--- src/rtl/threshold_pkg.sv ---
// Shared types and the grade->threshold map for the threshold controller.
package threshold_pkg;

  typedef enum logic [1:0] {
    IDLE     = 2'd0,
    PRESS    = 2'd1,
    REPEAT   = 2'd2,
    WAIT_REL = 2'd3
  } key_state_e;

  // Saturating map base + grade*step. 64-bit arithmetic is wider than any
  // THR_W+GRADE_W+1 in use, so the intermediate sum never wraps before the clamp.
  function automatic logic [63:0] grade_to_thr(input logic [63:0] grade,
                                               input logic [63:0] base,
                                               input logic [63:0] step,
                                               input int          thr_w);
    logic [63:0] v;
    logic [63:0] sat;
    v   = base + grade * step;
    sat = (64'd1 << thr_w) - 64'd1;
    return (v > sat) ? sat : v;
  endfunction

endpackage

--- src/rtl/threshold_grade_ctrl_key_repeat.sv ---
// Shared key FSM: one step on press, then auto-repeat while the same key stays
// held on the same channel. Any ambiguity (second key, channel change) parks the
// FSM until both keys are released.
module key_repeat
  import threshold_pkg::*;
#(
  parameter int REPEAT_DLY = 50_000_000,
  parameter int REPEAT_PER = 10_000_000,
  parameter int CH_W       = 1
) (
  input  logic            clk,
  input  logic            rst_n,
  input  logic            key_add,
  input  logic            key_sub,
  input  logic [CH_W-1:0] ch_sel,
  output logic            step,
  output logic            dir
);

  localparam int CNT_MAX = (REPEAT_DLY > REPEAT_PER) ? REPEAT_DLY : REPEAT_PER;
  localparam int CNT_W   = (CNT_MAX > 1) ? $clog2(CNT_MAX) : 1;
  localparam logic [CNT_W-1:0] DLY_LAST = CNT_W'(REPEAT_DLY - 1);
  localparam logic [CNT_W-1:0] PER_LAST = CNT_W'(REPEAT_PER - 1);

  key_state_e      state, state_nxt;
  logic [CNT_W-1:0] cnt, cnt_nxt;
  logic            dir_q, dir_nxt;
  logic [CH_W-1:0] ch_q, ch_nxt;

  logic held, abort, one_key, no_key;

  // held/abort are relative to the direction and channel latched at press time
  assign held    = dir_q ? key_add : key_sub;
  assign abort   = (dir_q ? key_sub : key_add) || (ch_sel != ch_q);
  assign one_key = key_add ^ key_sub;
  assign no_key  = !key_add && !key_sub;

  // State, hold counter and press context registers
  always_ff @(posedge clk or negedge rst_n) begin
    if (!rst_n) begin
      state <= IDLE;
      cnt   <= '0;
      dir_q <= 1'b0;
      ch_q  <= '0;
    end else begin
      state <= state_nxt;
      cnt   <= cnt_nxt;
      dir_q <= dir_nxt;
      ch_q  <= ch_nxt;
    end
  end

  // Next state; the counter clears on every transition out of a counting state
  always_comb begin
    state_nxt = state;
    cnt_nxt   = '0;
    dir_nxt   = dir_q;
    ch_nxt    = ch_q;
    case (state)
      IDLE: begin
        if (one_key) begin
          state_nxt = PRESS;
          dir_nxt   = key_add;
          ch_nxt    = ch_sel;
        end else if (key_add && key_sub) begin
          state_nxt = WAIT_REL;
        end
      end
      PRESS: begin
        if (!held)                  state_nxt = IDLE;
        else if (abort)             state_nxt = WAIT_REL;
        else if (cnt == DLY_LAST)   state_nxt = REPEAT;
        else                        cnt_nxt   = cnt + 1'b1;
      end
      REPEAT: begin
        if (!held)                  state_nxt = IDLE;
        else if (abort)             state_nxt = WAIT_REL;
        else if (cnt != PER_LAST)   cnt_nxt   = cnt + 1'b1;
      end
      default: begin
        if (no_key) state_nxt = IDLE;
      end
    endcase
  end

  // Step pulse; in IDLE the direction comes straight from the key being pressed
  always_comb begin
    step = 1'b0;
    dir  = dir_q;
    case (state)
      IDLE: begin
        step = one_key;
        dir  = key_add;
      end
      PRESS:   step = held && !abort && (cnt == DLY_LAST);
      REPEAT:  step = held && !abort && (cnt == PER_LAST);
      default: step = 1'b0;
    endcase
  end

endmodule

--- src/rtl/threshold_grade_ctrl.sv ---
// Per-channel threshold grades driven by add/sub keys; each grade is mapped to a
// registered threshold, with a pulse whenever any threshold value changes.
module threshold_grade_ctrl
  import threshold_pkg::*;
#(
  parameter int N_CH       = 2,
  parameter int GRADE_W    = 4,
  parameter int THR_W      = 8,
  parameter int GRADE_INIT = 6,
  parameter int THR_BASE   = 5,
  parameter int THR_STEP   = 5,
  parameter int WRAP_EN    = 1,
  parameter int REPEAT_DLY = 50_000_000,
  parameter int REPEAT_PER = 10_000_000,
  localparam int CH_W      = (N_CH > 1) ? $clog2(N_CH) : 1
) (
  input  logic                    clk,
  input  logic                    rst_n,
  input  logic                    key_add,
  input  logic                    key_sub,
  input  logic [CH_W-1:0]         ch_sel,
  output logic [N_CH*GRADE_W-1:0] grade_bus,
  output logic [N_CH*THR_W-1:0]   thr_bus,
  output logic                    thr_upd,
  output logic                    at_min,
  output logic                    at_max
);

  typedef logic [GRADE_W-1:0] grade_t;
  typedef logic [THR_W-1:0]   thr_t;

  localparam grade_t G_MAX    = '1;
  localparam grade_t G_INIT   = grade_t'(GRADE_INIT);
  localparam thr_t   THR_INIT = thr_t'(grade_to_thr(64'(GRADE_INIT), 64'(THR_BASE),
                                                    64'(THR_STEP), THR_W));

  logic step, dir;

  logic [N_CH-1:0][GRADE_W-1:0] grade_q, grade_stepped;
  logic [N_CH-1:0][THR_W-1:0]   thr_q, thr_map;
  grade_t                       sel_grade;
  logic                         sel_valid;

  key_repeat #(
    .REPEAT_DLY(REPEAT_DLY),
    .REPEAT_PER(REPEAT_PER),
    .CH_W      (CH_W)
  ) u_key (
    .clk    (clk),
    .rst_n  (rst_n),
    .key_add(key_add),
    .key_sub(key_sub),
    .ch_sel (ch_sel),
    .step   (step),
    .dir    (dir)
  );

  // Candidate next grade per channel: wrap or saturate at both ends
  always_comb begin
    for (int c = 0; c < N_CH; c++) begin
      if (dir)
        grade_stepped[c] = (grade_q[c] == G_MAX) ? ((WRAP_EN != 0) ? '0 : G_MAX)
                                                 : grade_q[c] + 1'b1;
      else
        grade_stepped[c] = (grade_q[c] == '0) ? ((WRAP_EN != 0) ? G_MAX : '0)
                                              : grade_q[c] - 1'b1;
    end
  end

  // Grade registers; out-of-range ch_sel matches no channel, so no step lands
  always_ff @(posedge clk or negedge rst_n) begin
    if (!rst_n) begin
      grade_q <= {N_CH{G_INIT}};
    end else begin
      for (int c = 0; c < N_CH; c++)
        if (step && (ch_sel == CH_W'(c))) grade_q[c] <= grade_stepped[c];
    end
  end

  // Grade -> threshold map for every channel
  always_comb begin
    for (int c = 0; c < N_CH; c++)
      thr_map[c] = thr_t'(grade_to_thr(64'(grade_q[c]), 64'(THR_BASE),
                                       64'(THR_STEP), THR_W));
  end

  // Threshold registers; thr_upd rises with the cycle the new value appears
  always_ff @(posedge clk or negedge rst_n) begin
    if (!rst_n) begin
      thr_q   <= {N_CH{THR_INIT}};
      thr_upd <= 1'b0;
    end else begin
      thr_q   <= thr_map;
      thr_upd <= (thr_map != thr_q);
    end
  end

  // Selected-channel grade for the end-of-range flags
  always_comb begin
    sel_grade = '0;
    sel_valid = 1'b0;
    for (int c = 0; c < N_CH; c++) begin
      if (ch_sel == CH_W'(c)) begin
        sel_grade = grade_q[c];
        sel_valid = 1'b1;
      end
    end
  end

  assign at_min    = sel_valid && (sel_grade == '0);
  assign at_max    = sel_valid && (sel_grade == G_MAX);
  assign grade_bus = grade_q;
  assign thr_bus   = thr_q;

endmodule

--- config.mk ---
export PLATFORM = sky130hd
export DESIGN_NAME = threshold_grade_ctrl
export DESIGN_NICKNAME = d
export VERILOG_FILES = /design/src/rtl/threshold_pkg.sv /design/src/rtl/threshold_grade_ctrl_key_repeat.sv /design/src/rtl/threshold_grade_ctrl.sv
export SDC_FILE = /design/constraint.sdc
export NUM_CORES = 1
export LEC_CHECK = 0
export BUFFER_PORTS_ARGS = -buffer_cell sky130_fd_sc_hd__buf_2
export CAP_MARGIN = 20
export CORE_ASPECT_RATIO = 0.9
export CORE_MARGIN = 10
export CORE_UTILIZATION = 40
export DETAILED_ROUTE_END_ITERATION = 6
export PLACE_DENSITY = 0.54
export REMOVE_ABC_BUFFERS = 1
export SETUP_SLACK_MARGIN = 0.02
export SKIP_CTS_REPAIR_TIMING = 1
export SLEW_MARGIN = 30
export SYNTH_ARGS = -nofsm -noshare
export SYNTH_HDL_FRONTEND = slang
export SYNTH_HIERARCHICAL = 1
export SYNTH_SLANG_ARGS = --single-unit
--- constraint.sdc ---
create_clock -name clk -period 3.7 [get_ports clk]
set_clock_uncertainty 0.1 [all_clocks]
set_input_delay 0.185 -clock clk [delete_from_list [all_inputs] [get_ports clk]]
set_output_delay 0.185 -clock clk [all_outputs]
set_load 0.1 [all_outputs]
==> results of run 1 <==
==> logic make-up after synthesis <==
kind of cell / synth area share
compound gates: 0.107
simple gates: 0.220
mux: 0.0200
flops: 0.397
xor+xnor: 0.122
other cells: 0.00111
buf+inv: 0.0282
fa+ha+maj: 0.104
==> per-stage QoR <==
step,worst slack [ns],hold slack [ns],area (um2),util
after floorplan,0.0468,-0.211,3310,-
after global placement,0.928,0.0994,3600,0.443
after detailed placement,0.851,0.0993,3600,0.443
after CTS,0.830,-0.242,3740,0.459
after global routing,0.576,0.152,3750,0.460
final,0.862,0.143,3750,0.460
==> layout make-up <==
type | count | area, um2 | area share
sequential | 53 | 1340 | 0.357
inverter | 9 | 33.8 | 0.00901
clock buffer | 5 | 68.8 | 0.0184
multi-input combinational | 268 | 1940 | 0.518
clock inverter | 3 | 65.1 | 0.0174
timing repair buffer | 33 | 178 | 0.0474
tap | 99 | 124 | 0.0330
==> registers in the layout, indices dropped and copies added, names as in the netlist <==
| register | flops |
|---|---|
| grade_bus | 8 |
| thr_bus | 14 |
| thr_upd | 1 |
| u_key/ch_q | 1 |
| u_key/cnt | 26 |
| u_key/dir_q | 1 |
| u_key/state | 2 |
==> worst reg2reg max path: stages, from the launching register on <==
cell and delay [ns]:
sky130_fd_sc_hd__dfrtp_1 0.42, sky130_fd_sc_hd__ha_1 0.25, sky130_fd_sc_hd__and4_1 0.25, sky130_fd_sc_hd__nand4b_1 0.20, sky130_fd_sc_hd__or3_4 0.47, sky130_fd_sc_hd__a41oi_4 0.72
sky130_fd_sc_hd__buf_4 0.29, sky130_fd_sc_hd__nor2_2 0.05
==> how the worst max path moves through the flow <==
stage                        from      endpoint  cells past startpoint
detailed placement   u_key/cnt[0]  u_key/cnt[3]                      7
global placement     u_key/cnt[0]  u_key/cnt[6]                      7
floorplan            grade_bus[0]        at_max                      2
finish               u_key/cnt[0]  u_key/cnt[3]                      7
global route        u_key/cnt[11]  grade_bus[4]                      8
CTS                  u_key/cnt[0]  u_key/cnt[3]                      7
==> layout by cell type, fill, tap and decap left out, types with 2 or more instances in the layout <==
| cell | n |
|---|---|
| sky130_fd_sc_hd__a21o_1 | 5 |
| sky130_fd_sc_hd__a21oi_1 | 11 |
| sky130_fd_sc_hd__a41o_1 | 2 |
| sky130_fd_sc_hd__and3_1 | 4 |
| sky130_fd_sc_hd__buf_2 | 29 |
| sky130_fd_sc_hd__buf_4 | 3 |
| sky130_fd_sc_hd__bufinv_16 | 2 |
| sky130_fd_sc_hd__clkbuf_8 | 5 |
| sky130_fd_sc_hd__conb_1 | 2 |
| sky130_fd_sc_hd__dfrtp_1 | 43 |
| sky130_fd_sc_hd__dfstp_2 | 10 |
| sky130_fd_sc_hd__ha_1 | 28 |
| sky130_fd_sc_hd__inv_1 | 9 |
| sky130_fd_sc_hd__mux2_2 | 2 |
| sky130_fd_sc_hd__mux4_2 | 2 |
| sky130_fd_sc_hd__nand2_1 | 25 |
| sky130_fd_sc_hd__nand2b_1 | 2 |
| sky130_fd_sc_hd__nand3_1 | 21 |
| sky130_fd_sc_hd__nand4_1 | 12 |
| sky130_fd_sc_hd__nor2_1 | 22 |
| sky130_fd_sc_hd__nor2_2 | 20 |
| sky130_fd_sc_hd__nor2b_1 | 4 |
| sky130_fd_sc_hd__nor3_1 | 7 |
| sky130_fd_sc_hd__nor4_1 | 4 |
| sky130_fd_sc_hd__nor4b_1 | 2 |
| sky130_fd_sc_hd__o21a_1 | 2 |
| sky130_fd_sc_hd__o21ai_0 | 13 |
| sky130_fd_sc_hd__o21bai_1 | 2 |
| sky130_fd_sc_hd__o221ai_1 | 2 |
| sky130_fd_sc_hd__or3_1 | 2 |
| sky130_fd_sc_hd__xnor2_1 | 15 |
| sky130_fd_sc_hd__xor2_1 | 32 |
==> metal layers <==
metal,share of wire,GRT usage
met2,0.42,0.165
met5,0,0
met4,0.0065,0.0265
met1,0.53,0.172
met3,0.037,0.0229
==> summary.txt, run 1 <==
Outcome
  – Outcome: finished clean

Route
  – Number of DRC violations after detailed-routing iteration 0: 113
  – Number of nets with antenna violations after detailed routing: 0
  – Wire length per cell after detailed routing: 14.8 um
  – Total via count in the routed design: 2464
  – Number of vias per cell: roughly 5.2
  – Drt total wl: slightly below 7000 um
  – Total iterations of the first detailed-routing run: 4
  – Drc violations: 0

Synth
  – Post-synth top area share: 0.319
  – Library cell with the highest instance count after synthesis: sky130_fd_sc_hd__dfrtp_1
  – Netlist cell types: between 50 and 60
  – Number of enable flip-flop cells after synthesis: 0
  – Syn Std Cell Area: approximately 3400 um2
  – Seq/Total Area, Yosys: 0.397
  – Mean post-synth cell area: 9.97 um2
  – Synth warnings: 6
  – Post-synth top area cell: sky130_fd_sc_hd__dfrtp_1
  – Asr flop ratio synth: 1.00
  – Total of flip-flops plus latches after synthesis: 53
  – Post-synth top flop: sky130_fd_sc_hd__dfrtp_1
  – Most common library cells after synthesis: 43 x sky130_fd_sc_hd__dfrtp_1, 32 x sky130_fd_sc_hd__xor2_1, 28 x sky130_fd_sc_hd__ha_1
  – Count of mapped cells out of synthesis: between 300 and 400
  – Cells taking the most area after synthesis: sky130_fd_sc_hd__dfrtp_1 32%, sky130_fd_sc_hd__ha_1 10%, sky130_fd_sc_hd__xor2_1 8.3%

GRT
  – Global-route wire length before repair: approximately 12000 um
  – Number of global-route vias before repair: roughly 2300
  – Pin count of the biggest net entering global routing: 32
  – Total global routing overflow: 0
  – Antenna violations before repair: 0
  – GRT Resource Usage Total: 0.115

Setup path
  – R2r setup slk: 0.86 ns
  – Slowest stage cell, crit path: sky130_fd_sc_hd__a41oi_4
  – Worst path cell trace: ha_1 -> and4_1 -> nand4b_1 -> or3_4 -> a41oi_4 -> buf_4 -> nor2_2
  – Kind of critical path: reg -> reg
  – Worst R2R Path Depth: 7
  – Critical Path Fanout Max: 20
  – Top Family by Delay on Critical Path: simple AND/OR/NAND/NOR gates
  – Data arrival time of the critical path: around 2.9 ns
  – Critical register-to-register path endpoint: u_key/cnt[3]
  – Element type at the critical path end: flip-flop
  – CP startpoint kind: flip-flop
  – Crit path buf inv count: 1
  – Required time of the worst setup path: 3.80 ns
  – Highest cell delay on the worst timing path: 0.72 ns
  – Crit Reg-Reg Startpoint: u_key/cnt[0]

CTS
  – CTS Root Buffer Type: sky130_fd_sc_hd__clkbuf_8
  – Clock tree from TritonCTS: yes
  – CTS clk-pin slew, worst paths: roughly 0.10 ns
  – Number of buffers created by CTS: 5
  – Number of H-tree branching levels: 2
  – Clock insertion delay at the later pin of the skew report: approximately 0.3 ns
  – Sink count of the clock tree: 53
  – Maximum number of buffers from clock root to sink: 2

STA
  – Max_slew headroom: 0.435
  – Transition at the pin with the smallest max-transition slack: 0.840 ns
  – Fin crit period: approximately 2.8 ns
  – Unrepaired setup endpoints after global routing: false
  – Final setup fails: 0
  – Post-Route Setup TNS: 0 ns
  – Part of the cycle the worst path needs: 0.767
  – Final Hold Vio Count: 0
  – Fmax achieved: roughly 350 MHz
  – Final Max Slew Viols: 0

Final layout
  – Number of nets in the finished design: ~400
  – Fraction of layout instances using a drive strength above 1: 0.224
  – Filler cells: roughly 800
  – Number of antenna cells inserted: 0
  – Number of standard cells in the layout, taps in and fillers out: 470
  – Area growth, synth to finish: 11.2%

Floorplan
  – Core region area: slightly above 8000 um2
  – Initial Utilization: 0.414
  – IO Count: 32
  – Vert. Die Dim: ~110 um
  – Die outline width: roughly 120 um
  – Area of the die: 12500 um2
  – Number of standard-cell rows in the floorplan: 31

Hold path
  – Hold Path End: u_key/ch_q
  – Worst hold path type: in -> reg
  – Launch point of the worst hold path: ch_sel
  – Number of instances on the worst hold path: 2

Placed design
  – Number of cells after detailed placement: between 400 and 500
  – HPWL Detailed: approximately 5200 um
  – Number of port buffers: 29
  – Placer's final routability congestion estimate: around 0.81

Job
  – Max cap viols: 0
Power of run 1 is left out: the tool's default activity adds up to more than one toggle a clock period on the data nets, which glitch-free logic cannot reach.
==> run 2: changes to the inputs <==
- PLACE_DENSITY: 0.54 -> 0.56
- clock period: 3.7 -> 2.55 ns (I/O delays scaled with it)
==> run 2 against run 1 <==
Worst setup slack got worse by 0.79 ns. Wire length rose by 8.3%. Global-route usage rose by 0.51 points. Critical path type unchanged.
==> summary.txt, run 2 (synthesized netlist as in run 1, its figures left out) <==
GRT
  – Met3 capacity usage during global routing: 0.0234 (+0.000557)
  – Met2 Usage GRT: 0.190 (+0.0253)
  – GRT Resource Usage Total: 0.120 (+0.00506)
  – Global-route wire length before repair: 12500 um (+5.0%)
  – Busiest layer in global routing: met2
  – Global-route met1 utilization: 0.163 (-0.00939)
  – Total global routing overflow: 0 (unchanged)
  – Antenna violations before repair: 0 (unchanged)
  – Number of global-route vias before repair: 2649 (+13%)
  – Pin count of the biggest net entering global routing: 27 (-16%)

Placed design
  – HPWL Detailed: 5710 um (+11%)
  – Cell area after placement: 3900 um2 (+8.3%)
  – Placer's final routability congestion estimate: 0.845 (+4.8%)
  – Number of port buffers: 29 (unchanged)

Route
  – Total via count in the routed design: 2680 (+8.8%)
  – Wire length per cell after detailed routing: 14.8 um (-0.38%)
  – Number of vias per cell: 5.24 (about the same)
  – Number of DRC violations after detailed-routing iteration 0: 147 (+30%)
  – Total iterations of the first detailed-routing run: 4 (unchanged)
  – Drt total wl: 7540 um (+8.3%)
  – Number of nets with antenna violations after detailed routing: 0 (unchanged)
  – Drc violations: 0 (unchanged)

Job
  – Max cap viols: 0 (unchanged)

CTS
  – Clock insertion delay at the later pin of the skew report: 0.31 ns (about the same)
  – Maximum number of buffers from clock root to sink: 2 (unchanged)
  – CTS Root Buffer Type: sky130_fd_sc_hd__clkbuf_8
  – CTS clk-pin slew, worst paths: 0.09 ns (about the same)
  – Number of buffers created by CTS: 5 (unchanged)
  – Clock tree from TritonCTS: yes
  – Number of H-tree branching levels: 2 (unchanged)
  – Sink count of the clock tree: 53 (unchanged)

Setup path
  – R2r setup slk: 0.07 ns (-0.79 ns)
  – Crit Reg-Reg Startpoint: grade_bus[5]
  – Critical Path Fanout Max: 2 (-90%)
  – Kind of critical path: reg -> reg
  – CP startpoint kind: flip-flop
  – Element type at the critical path end: flip-flop
  – Critical register-to-register path endpoint: thr_upd
  – Required time of the worst setup path: 2.62 ns (-1.18 ns)
  – Data arrival time of the critical path: 2.55 ns (-0.39 ns)
  – Worst R2R Path Depth: 8 (+1)

Floorplan
  – Initial Utilization: 0.414 (unchanged)
  – Number of standard-cell rows in the floorplan: 31 (unchanged)
  – Core region area: 8150 um2 (unchanged)
  – Vert. Die Dim: 107 um (unchanged)
  – Area of the die: 12500 um2 (unchanged)
  – IO Count: 32 (unchanged)
  – Die outline width: 117 um (unchanged)

Power
  – Total design power: 0.00560 W
  – Lkg Pwr: 1.83 nW
  – Worst IR drop on VDD: ~0.68 mV
  – PD cells: between 1000 and 1500 nW/um2

STA
  – Fin crit period: 2.48 ns (-0.358 ns)
  – Fmax achieved: 403 MHz (+14%)
  – Final Hold Vio Count: 0 (unchanged)
  – Post-Route Setup TNS: 0 ns (unchanged)
  – Part of the cycle the worst path needs: 0.972 (+0.205)
  – Fin Hold WS: 0.0788 ns (-0.0640 ns)
  – Final Max Slew Viols: 0 (unchanged)
  – Final setup fails: 0 (unchanged)
  – Unrepaired setup endpoints after global routing: true

Final layout
  – Number of nets in the finished design: 444 (+10%)
  – Area growth, synth to finish: 23.6%
  – Utilization after layout: 0.512 (+0.0513)
  – Filler cells: 766 (-2.0%)
  – Largest register by flop count: u_key/cnt
  – Post-Layout Inst Area: 4170 um2 (+11%)
  – Number of antenna cells inserted: 0 (unchanged)
  – Fraction of layout instances using a drive strength above 1: 0.337 (+0.114)
  – Commonest cells after routing, fill and taps aside: 43 x sky130_fd_sc_hd__dfrtp_1, 43 x sky130_fd_sc_hd__buf_4, 31 x sky130_fd_sc_hd__xor2_1, 29 x sky130_fd_sc_hd__buf_2, 24 x sky130_fd_sc_hd__nand2_1
  – Largest register FFs: 26 (unchanged)

Hold path
  – Launch point of the worst hold path: key_add
  – Worst hold path type: in -> reg
  – Hold Path End: u_key/dir_q
  – Number of instances on the worst hold path: 3 (+1)

Outcome
  – Outcome: finished clean
## run 2: cell types whose count changed in the layout (fill, tap and decap cells not counted), sizes merged
cell	before	now
buf	32	73
bufinv	2	1
clkbuf	5	6
## run 2: worst max path at each step
stage	slack (ns)	from	endpoint	depth (start not counted)
after detailed placement	0.02	u_key/cnt[11]	grade_bus[6]	7
after floorplan	-1.05	grade_bus[0]	at_max	2
after global routing	-0.02	grade_bus[5]	thr_upd	8
after CTS	-0.007	u_key/cnt[11]	grade_bus[6]	7
after global placement	0.07	grade_bus[1]	thr_upd	8
final	0.07	grade_bus[5]	thr_upd	8
## run 2: critical path, stage by stage (launching register included)
cell                      delay (ns)
sky130_fd_sc_hd__dfstp_2        0.56
sky130_fd_sc_hd__ha_4           0.20
sky130_fd_sc_hd__ha_4           0.24
sky130_fd_sc_hd__ha_4           0.15
sky130_fd_sc_hd__or3_1          0.31
sky130_fd_sc_hd__o22a_1         0.22
sky130_fd_sc_hd__xor2_1         0.17
sky130_fd_sc_hd__nor4_1         0.28
sky130_fd_sc_hd__nand4_1        0.12
## run 2: cell type report
class                      instances  area, um2  share of cell area
sequential                        53       1340               0.321
clock inverter                     2       35.0             0.00841
timing repair buffer              74        498               0.120
clock buffer                       6       72.6              0.0174
tap                               99        124              0.0297
inverter                           9       33.8             0.00811
multi-input combinational        268       2060               0.495
## run 2: power by group
part           internal (W)  switching [W]
combinational       0.00125        0.00252
sequential          0.00110       0.000159
clock              0.000292       0.000278
## run 2: routing by layer
metal / up-vias / wire, um / share of wire
li1: 1338 / - / -
met1: 1293 / 3740 / 0.50
met2: 43 / 3440 / 0.46
met3: 6 / 289 / 0.038
met4: 0 / 72 / 0.0095
met5: - / 0 / 0
## run 2: stage by stage
| stage | worst slack (ns) | std cells |
|---|---|---|
| after floorplan | -1.05 | 330 |
| after global placement | 0.0657 | 499 |
| after detailed placement | 0.0167 | 499 |
| after CTS | -0.00659 | 507 |
| after global routing | -0.0191 | 511 |
| final | 0.0703 | 511 |
No activity file was read; power rests on OpenSTA's default activity.
==> run 3: changes to the inputs <==
- SYNTH_HIERARCHICAL: 1 -> not set
==> run 3 against run 2 <==
Synthesized area up 2.2%. First-iteration DRC count up 4.8%. Synthesized cell count grew 3.8%. Die area is 1.8% higher. Via count is 0.60% higher. Global-route usage rose by 0.39 points. Hold slack improved by 0.014 ns. Flip-flop and latch count did not move.
==> summary.txt, run 3 <==
Outcome
  – Outcome: finished clean

Synth
  – Most common library cells after synthesis: 43 x sky130_fd_sc_hd__dfrtp_1, 41 x sky130_fd_sc_hd__nor2_1, 29 x sky130_fd_sc_hd__ha_1
  – Asr flop ratio synth: 1.00 (unchanged)
  – Mean post-synth cell area: 9.81 um2 (-1.6%)
  – Total of flip-flops plus latches after synthesis: 53 (unchanged)
  – Netlist cell types: 54 (-5.3%)
  – Number of enable flip-flop cells after synthesis: 0 (unchanged)
  – Post-synth top area cell: sky130_fd_sc_hd__dfrtp_1
  – Post-synth top flop: sky130_fd_sc_hd__dfrtp_1
  – Cells taking the most area after synthesis: sky130_fd_sc_hd__dfrtp_1 31%, sky130_fd_sc_hd__ha_1 11%, sky130_fd_sc_hd__dfstp_2 7.6%
  – Syn Std Cell Area: 3440 um2 (+2.2%)
  – Post-synth top area share: 0.312 (-0.00684)
  – Seq/Total Area, Yosys: 0.389 (-0.00851)
  – Synth warnings: 0 (-6)
  – Library cell with the highest instance count after synthesis: sky130_fd_sc_hd__dfrtp_1
  – Count of mapped cells out of synthesis: 351 (+3.8%)

Final layout
  – Area growth, synth to finish: 16.3%
  – Number of nets in the finished design: 436 (-1.8%)
  – Largest register FFs: 26 (unchanged)
  – Number of standard cells in the layout, taps in and fillers out: 522 (+2.2%)
  – Commonest cells after routing, fill and taps aside: 43 x sky130_fd_sc_hd__dfrtp_1, 41 x sky130_fd_sc_hd__nor2_1, 29 x sky130_fd_sc_hd__buf_2, 28 x sky130_fd_sc_hd__xor2_1, 27 x sky130_fd_sc_hd__ha_1
  – Fraction of layout instances using a drive strength above 1: 0.231 (-0.107)
  – Largest register by flop count: u_key.cnt
  – Filler cells: 826 (+7.8%)
  – Number of antenna cells inserted: 0 (unchanged)
  – Most common library cell in the layout ignoring fill and taps: sky130_fd_sc_hd__dfrtp_1

CTS
  – Maximum number of buffers from clock root to sink: 2 (unchanged)
  – Clock tree from TritonCTS: yes
  – CTS Root Buffer Type: sky130_fd_sc_hd__clkbuf_8
  – Clock insertion delay at the later pin of the skew report: 0.31 ns (about the same)
  – CTS clk-pin slew, worst paths: 0.11 ns (+0.02 ns)
  – Sink count of the clock tree: 53 (unchanged)
  – Number of H-tree branching levels: 2 (unchanged)
  – Number of buffers created by CTS: 5 (unchanged)

Job
  – Max cap viols: 0 (unchanged)

Route
  – Uppermost layer routed: met4
  – Number of vias per cell: 5.16 (-1.5%)
  – Number of DRC violations after detailed-routing iteration 0: 154 (+4.8%)
  – Detail Route met3 WL: 292 um (+1.0%)
  – Drc violations: 0 (unchanged)
  – Total iterations of the first detailed-routing run: 4 (unchanged)
  – Drt total wl: 7910 um (+4.8%)
  – M1 WL: 4090 um (+9.3%)
  – Detail Route met2 WL: 3470 um (+0.93%)
  – Wire length per cell after detailed routing: 15.1 um (+2.6%)
  – Number of nets with antenna violations after detailed routing: 0 (unchanged)
  – Total via count in the routed design: 2696 (+0.60%)

STA
  – Fin crit period: 2.42 ns (-0.0550 ns)
  – Max_slew headroom: 0.590
  – Fmax achieved: 412 MHz (+2.3%)
  – Transition at the pin with the smallest max-transition slack: 0.615 ns
  – Final Max Slew Viols: 0 (unchanged)
  – Part of the cycle the worst path needs: 0.951 (-0.0216)
  – Final Hold Vio Count: 0 (unchanged)
  – Final setup fails: 0 (unchanged)
  – Unrepaired setup endpoints after global routing: false

GRT
  – Number of global-route vias before repair: 2521 (-4.8%)
  – Global-route wire length before repair: 13200 um (+5.5%)
  – Pin count of the biggest net entering global routing: 27 (unchanged)
  – Antenna violations before repair: 0 (unchanged)
  – Total global routing overflow: 0 (unchanged)
  – GRT Resource Usage Total: 0.124 (+0.00392)

Floorplan
  – Initial Utilization: 0.406 (-0.00802)
  – Core region area: 8490 um2 (+4.2%)
  – Number of standard-cell rows in the floorplan: 32 (+3.2%)
  – IO Count: 32 (unchanged)
  – Vert. Die Dim: 108 um (+0.89%)
  – Die outline width: 118 um (+0.90%)
  – Area of the die: 12700 um2 (+1.8%)

Setup path
  – Kind of critical path: reg -> reg
  – Data arrival time of the critical path: 2.52 ns (-0.03 ns)
  – CP startpoint kind: flip-flop
  – Critical Path Fanout Max: 3 (+1)
  – Element type at the critical path end: flip-flop
  – Required time of the worst setup path: 2.65 ns (+0.03 ns)

Placed design
  – Number of cells after detailed placement: 512 (+2.6%)
  – Placer's final routability congestion estimate: 0.798 (-5.6%)
  – Number of port buffers: 29 (unchanged)
  – HPWL Detailed: 5940 um (+4.1%)

Hold path
  – Worst hold path type: in -> reg
## run 3: metrics by stage
stage / hold WS (ns) / setup slack [ns] / util / area [um2] / setup TNS (ns)
6_report: 0.0925 / 0.125 / 0.472 / 4010 / 0
5_1_grt: 0.0935 / 0.0595 / 0.472 / 4010 / 0
4_1_cts: -0.270 / 0.0720 / 0.466 / 3960 / 0
3_5_place_dp: 0.0799 / 0.0874 / 0.456 / 3870 / 0
3_3_place_gp: 0.0881 / 0.114 / 0.456 / 3870 / 0
2_1_floorplan: -0.268 / -1.03 / - / 3380 / -3.13
## run 3: worst paths after layout
kind                               from       endpoint  slack [ns]  cells after the start
min                             key_add    u_key.dir_q        0.09                      3
max reg2reg                grade_bus[1]        thr_upd        0.13                      8
min reg2reg                grade_bus[4]     thr_bus[8]        0.40                      1
max in group asynchronous         rst_n     thr_bus[9]        1.36                      3
max                        grade_bus[1]        thr_upd        0.13                      8
min in group asynchronous         rst_n  u_key.cnt[14]        0.26                      2
## run 3: metal layers
layer	vias up	track usage
met3	5	0.0177
met4	0	0.0300
met5	-	0
met1	1296	0.185
li1	1345	-
met2	50	0.184
## run 3: cells by family after synthesis
kind of cell / count (synthesis) / synth area share
and+or+nand+nor: 126 / 0.199
adders and majority gates: 29 / 0.105
xor gates and xnor gates: 45 / 0.122
DFF: 53 / 0.389
other: 1 / 0.00109
muxes: 10 / 0.0320
AOI/OAI and AO/OA: 58 / 0.113
buffers and inverters: 29 / 0.0381
## run 3: critical path, stage by stage (launching register included)
cell	delay, ns
sky130_fd_sc_hd__dfstp_2	0.55
sky130_fd_sc_hd__ha_1	0.23
sky130_fd_sc_hd__ha_1	0.31
sky130_fd_sc_hd__ha_4	0.26
sky130_fd_sc_hd__a31o_2	0.24
sky130_fd_sc_hd__a21o_1	0.17
sky130_fd_sc_hd__a21o_1	0.19
sky130_fd_sc_hd__xnor2_1	0.15
sky130_fd_sc_hd__nand4_1	0.11
## run 3: final cells by class
cell class	count	area, um2	share of cell area
Multi-Input combinational cell	270	2010	0.501
Sequential cell	53	1340	0.334
Timing Repair Buffer	55	355	0.0887
Tap cell	119	149	0.0372
Clock buffer	5	68.8	0.0172
Inverter	17	63.8	0.0159
Clock inverter	3	22.5	0.00562
Power of run 3 is left out for the same reason.
